### config.mk
export PLATFORM = sky130hd
export DESIGN_NAME = dpp_table
export DESIGN_NICKNAME = d
export VERILOG_FILES = /design/src/rtl/dpp_table.sv
export SDC_FILE = /design/constraint.sdc
export NUM_CORES = 1
export LEC_CHECK = 0
export BUFFER_PORTS_ARGS = -buffer_cell sky130_fd_sc_hd__buf_2
export CORE_MARGIN = 3
export CORE_UTILIZATION = 55
export CTS_BUF_LIST = sky130_fd_sc_hd__clkbuf_8
export CTS_CLUSTER_SIZE = 12
export DETAILED_ROUTE_END_ITERATION = 10
export PLACE_DENSITY = 0.75
export SLEW_MARGIN = 25
export SYNTH_ARGS = -nofsm -noshare
export SYNTH_HDL_FRONTEND = slang
export SYNTH_SLANG_ARGS = --single-unit
export TNS_END_PERCENT = 50
### constraint.sdc
create_clock -name clk -period 3.15 [get_ports clk]
set_input_delay 0.4725 -clock clk [delete_from_list [all_inputs] [get_ports clk]]
set_output_delay 0.4725 -clock clk [all_outputs]
set_load 0.02 [all_outputs]
### src/rtl/dpp_table.sv
// Dining-philosophers table: one thinking/hungry/eating FSM per philosopher plus a
// round-robin fork arbiter that hands out at most one pair of forks per clock edge.

`ifndef PHILO_STATE_SIZE
`define PHILO_STATE_SIZE 2
`endif
`ifndef PHILO_THINKING
`define PHILO_THINKING 2'b01
`endif
`ifndef PHILO_HUNGRY
`define PHILO_HUNGRY 2'b00
`endif
`ifndef PHILO_EATING
`define PHILO_EATING 2'b10
`endif

module dpp_table #(
    parameter int N_PHILO    = 5,
    parameter int TIMER_SIZE = 4,
    parameter int THINK_TIME = 5,
    parameter int THINK_STEP = 1,
    parameter int EAT_TIME   = 2
) (
    input  logic                                  clk,
    input  logic                                  reset,
    input  logic                                  pause,
    output logic [N_PHILO*`PHILO_STATE_SIZE-1:0]  state,
    output logic [N_PHILO-1:0]                    fork_busy,
    output logic [N_PHILO-1:0]                    grant,
    output logic [N_PHILO-1:0]                    eat_done
);

    localparam int PTR_W = (N_PHILO > 1) ? $clog2(N_PHILO) : 1;
    localparam int SW    = `PHILO_STATE_SIZE;

    logic [N_PHILO*SW-1:0]   st_q, st_d;
    logic [TIMER_SIZE-1:0]   tmr_q [N_PHILO];
    logic [TIMER_SIZE-1:0]   tmr_d [N_PHILO];
    logic [N_PHILO-1:0]      fork_q, fork_d;
    logic [N_PHILO-1:0]      gnt_d, done_d, elig;
    logic [N_PHILO-1:0]      grant_q, eat_done_q;
    logic [PTR_W-1:0]        ptr_q, ptr_d;
    logic                    found;

    function automatic logic [TIMER_SIZE-1:0] think_last(input int i);
        return TIMER_SIZE'(THINK_TIME + i * THINK_STEP - 1);
    endfunction

    // Arbiter: two passes (indices >= pointer, then below it) give a rotating
    // priority while keeping every array index a loop constant.
    always_comb begin
        elig  = '0;
        gnt_d = '0;
        ptr_d = ptr_q;
        found = 1'b0;
        for (int i = 0; i < N_PHILO; i++) begin
            elig[i] = (st_q[i*SW +: SW] == `PHILO_HUNGRY) && !fork_q[i] && !fork_q[(i + 1) % N_PHILO];
        end
        if (!pause) begin
            for (int i = 0; i < N_PHILO; i++) begin
                if (!found && elig[i] && (i >= int'(ptr_q))) begin
                    found    = 1'b1;
                    gnt_d[i] = 1'b1;
                    ptr_d    = PTR_W'((i + 1) % N_PHILO);
                end
            end
            for (int i = 0; i < N_PHILO; i++) begin
                if (!found && elig[i] && (i < int'(ptr_q))) begin
                    found    = 1'b1;
                    gnt_d[i] = 1'b1;
                    ptr_d    = PTR_W'((i + 1) % N_PHILO);
                end
            end
        end
    end

    // Philosopher FSMs and their timers.
    always_comb begin
        st_d   = st_q;
        done_d = '0;
        for (int i = 0; i < N_PHILO; i++) begin
            tmr_d[i] = tmr_q[i];
            if (!pause) begin
                case (st_q[i*SW +: SW])
                    `PHILO_THINKING: begin
                        if (tmr_q[i] == think_last(i)) begin
                            st_d[i*SW +: SW] = `PHILO_HUNGRY;
                            tmr_d[i]         = '0;
                        end else begin
                            tmr_d[i] = tmr_q[i] + 1'b1;
                        end
                    end
                    `PHILO_HUNGRY: begin
                        if (gnt_d[i]) begin
                            st_d[i*SW +: SW] = `PHILO_EATING;
                            tmr_d[i]         = '0;
                        end
                    end
                    `PHILO_EATING: begin
                        if (tmr_q[i] == TIMER_SIZE'(EAT_TIME - 1)) begin
                            st_d[i*SW +: SW] = `PHILO_THINKING;
                            tmr_d[i]         = '0;
                            done_d[i]        = 1'b1;
                        end else begin
                            tmr_d[i] = tmr_q[i] + 1'b1;
                        end
                    end
                    default: begin
                        st_d[i*SW +: SW] = `PHILO_THINKING;
                        tmr_d[i]         = '0;
                    end
                endcase
            end
        end
    end

    // A granted pair is free in fork_q, so it never overlaps a pair being released.
    always_comb begin
        fork_d = fork_q;
        for (int i = 0; i < N_PHILO; i++) begin
            if (done_d[i]) begin
                fork_d[i]                 = 1'b0;
                fork_d[(i + 1) % N_PHILO] = 1'b0;
            end
        end
        for (int i = 0; i < N_PHILO; i++) begin
            if (gnt_d[i]) begin
                fork_d[i]                 = 1'b1;
                fork_d[(i + 1) % N_PHILO] = 1'b1;
            end
        end
    end

    always_ff @(posedge clk) begin
        if (reset) begin
            st_q       <= {N_PHILO{`PHILO_THINKING}};
            fork_q     <= '0;
            ptr_q      <= '0;
            grant_q    <= '0;
            eat_done_q <= '0;
            for (int i = 0; i < N_PHILO; i++) begin
                tmr_q[i] <= '0;
            end
        end else begin
            st_q       <= st_d;
            fork_q     <= fork_d;
            ptr_q      <= ptr_d;
            grant_q    <= gnt_d;
            eat_done_q <= done_d;
            for (int i = 0; i < N_PHILO; i++) begin
                tmr_q[i] <= tmr_d[i];
            end
        end
    end

    assign state     = st_q;
    assign fork_busy = fork_q;
    assign grant     = grant_q;
    assign eat_done  = eat_done_q;

endmodule

==> results.cfg <==
[setup_path]
crit_arrival_ns = 2.92
slowest_delay_ns = 0.75
cp.depth = 8
worstPathRequired_ns = 3.38
endpoint_kind = flip-flop
worstSetupStartpointType = flip-flop
crit_fanout = 8
critPathTopFamily = compound AO/OA/AOI/OAI gates
ff2ff_path_depth = 8
critPathKind = reg -> reg
crit_buf_inv = 1
crit_chain = inv_1 -> ha_1 -> or3b_1 -> o32ai_2 -> o32ai_1 -> nand2_1 -> mux2_2 -> nor2_1
cp_slowest_cell = o32ai_1

[synth]
synth.avg_cell_area_um2 = 8.44
async_reset_ff_share_pct = 0
ys_ff_latch = 48
syn_nets = 384
synth_edf_count = 0
yosys_warnings = 0
ys.flop_type = dfxtp_1
synth_cell_types = 68
syn-cell-area_um2 = 2980
netlist_instances = 353
ys_seq_area_share_pct = 32.2

[placed_design]
dp_hpwl_um = 4860
portBuffers = 27
place.gp.congestion = 0.933

[routing]
avgViaCountPerCell = 5.97
met3_length_um = 353
top_layer = met4
first_pass_iters = 4
wl_um = 6710
wl_per_cell_um = 15.0
ant_nets = 0
dr_wl_met2_um = 3270
drc = 0
vias = 2667
wl_met1_um = 3000
drt_iter0_drc = 220

[pwr]
switching_share_pct = 32.4
sequentialPowerShare_pct = 43.3
peakVddDrop_uv = 281
powerDensity_nw_per_um2 = 497
p_int_mw = 1.10
p_comb_share_pct = 27.7
p_clk_share_pct = 28.9
power.total_mw = 1.62
switchingPower_mw = 0.526
p_leak_nw = 1.44

[clock_network]
hold_buffers = 0
clk_pin_slew_worst_paths_ns = 0.09
cts.sinks = 48
clockBufferDepth = 2
htreeDepth = 2
cts_tree = yes
numCtsBuffers = 5
cts_resized = 0
worstSkewPairLatency_ns = 0.30
cts_setup_buffers = 0
cts_root_buf = clkbuf_8

[floorplan]
coreArea_um2 = 5170
io_pins = 28
die-area_um2 = 6340
rows = 26
die_w_um = 79.6
die_height_um = 79.6
initial_utilization_pct = 57.6

[timing]
setup-tns-final_ns = 0
worst_slew_pin_slew_ns = 0.786
finalCritPeriodShare_pct = 85.3
maxSlewViolCount = 0
finalSetupViolations = 0
slew_headroom_pct = 47.4
finalHoldViolCount = 0
period_needed_ns = 2.69
max_freq_mhz = 372
grt_setup_unrepaired = no
fin_worst_skew_ns = 0.00996

[min_path]
hold_path.class = reg -> reg
holdPathStages = 2

[cells_and_area]
layout-area-overhead-vs-synth_pct = 9.74
diodes = 0
drive_gt1_share_pct = 13.8
seqCellArea_um2 = 961
multi_input_area_um2 = 1850
finalNetCount = 407
fillers = 456

[grt]
grt_first_pass_wirelength_um = 11400
overflow = 0
grt_pass1_vias = 2490
grt_max_degree = 40
antenna_found_initial = 0
grt_usage_pct = 22.1

[job]
max_cap_violations = 0

[status]
outcome = complete, no violations
## power by group through the flow
stage / sequential [mW] / combinational [mW] / clock [mW]
2_1_floorplan: 0.724 / 0.340 / 0
3_3_place_gp: 0.716 / 0.440 / 0
3_5_place_dp: 0.718 / 0.446 / 0
4_1_cts: 0.704 / 0.451 / 0.481
5_1_grt: 0.712 / 0.514 / 0.511
6_report: 0.704 / 0.451 / 0.470
## synthesized netlist by cell type, types with 2 or more instances
library cell / number / area (um^2)
nor4b_1: 3 / 26.3
clkbuf_1: 8 / 30.0
and2_1: 2 / 12.5
ha_1: 28 / 350
a31oi_1: 5 / 31.3
dfxtp_1: 48 / 961
a211oi_1: 4 / 30.0
o32ai_1: 3 / 26.3
nand3b_1: 3 / 22.5
nand2_1: 22 / 82.6
nand4_1: 6 / 37.5
o41ai_1: 3 / 26.3
nor3_1: 11 / 55.1
nor3b_1: 6 / 45.0
buf_6: 2 / 22.5
or4_1: 2 / 15.0
a211o_1: 4 / 35.0
nor4_1: 3 / 18.8
nor2_1: 37 / 139
o211ai_1: 7 / 52.6
or3b_1: 2 / 17.5
a41o_1: 2 / 20.0
a21oi_1: 14 / 70.1
or3_1: 3 / 18.8
o31ai_1: 3 / 22.5
a21o_1: 2 / 15.0
mux2i_1: 4 / 40.0
o21ai_0: 19 / 95.1
o21a_1: 6 / 45.0
inv_1: 27 / 101
or3b_2: 3 / 26.3
o311ai_0: 2 / 17.5
o211a_1: 2 / 20.0
nor2b_1: 4 / 25.0
a21boi_0: 3 / 22.5
nand3_1: 18 / 90.1
## flip-flops by register name, summed over array words and instances, names as in the netlist
register	count
eat_done	5
fork_busy	5
grant	5
state	10
ptr_q	3
tmr_q	20
## metrics by stage
stage | utilization (%) | worst slack (ns) | hold WS [ns] | std cells | area (um^2)
6_report | 63.2 | 0.464 | 0.495 | 447 | 3270
5_1_grt | 63.2 | 0.219 | 0.525 | 447 | 3270
4_1_cts | 63.2 | 0.491 | 0.495 | 447 | 3270
3_5_place_dp | 60.9 | 0.518 | 0.482 | 439 | 3150
3_3_place_gp | 60.9 | 0.598 | 0.474 | 439 | 3150
2_1_floorplan | - | 0.678 | 0.462 | 353 | 2980
## cell families (layout without fill, tap and decap cells)
family	after synthesis	after routing	synth area share (%)
simple gates	137	137	24.9
compound gates	94	94	23.6
flops	48	48	32.2
buf+inv	41	65	5.84
fa+ha+maj	28	28	11.8
mux	5	5	1.72
## path summary, 6_finish.rpt
check	from	to	slack [ns]
worst max-delay path	state[2]	tmr_q[0][0]	0.46
worst min-delay path	tmr_q[0][13]	tmr_q[0][13]	0.49
worst max register to register	state[2]	tmr_q[0][0]	0.46
worst min register to register	tmr_q[0][13]	tmr_q[0][13]	0.49
## placed cells by master, fill, tap and decap left out, types with 11 or more instances in the layout
cell      n
dfxtp_1  48
nor2_1   37
ha_1     28
inv_1    27
buf_2    27
nand2_1  22
o21ai_0  19
nand3_1  18
a21oi_1  14
nor3_1   11
## area by class of cell
type	count	share of cell area (%)
Clock buffer	6	2.52
Sequential cell	48	29.4
Timing Repair Buffer	29	4.59
Inverter	28	3.21
Multi-Input combinational cell	264	56.4
Clock inverter	2	1.19
Tap cell	70	2.68
## metal layers
metal	global-route usage, %	vias to the layer above
met4	6.53	0
met5	0	-
li1	-	1339
met2	38.6	70
met1	27.5	1247
met3	3.84	11
## tightest hold or removal path: stages, from the launching register on
cell	delay, ns
dfxtp_1	0.34
nand2_1	0.06
a21oi_1	0.05
Note: power is estimated with default switching activity, not from simulation.
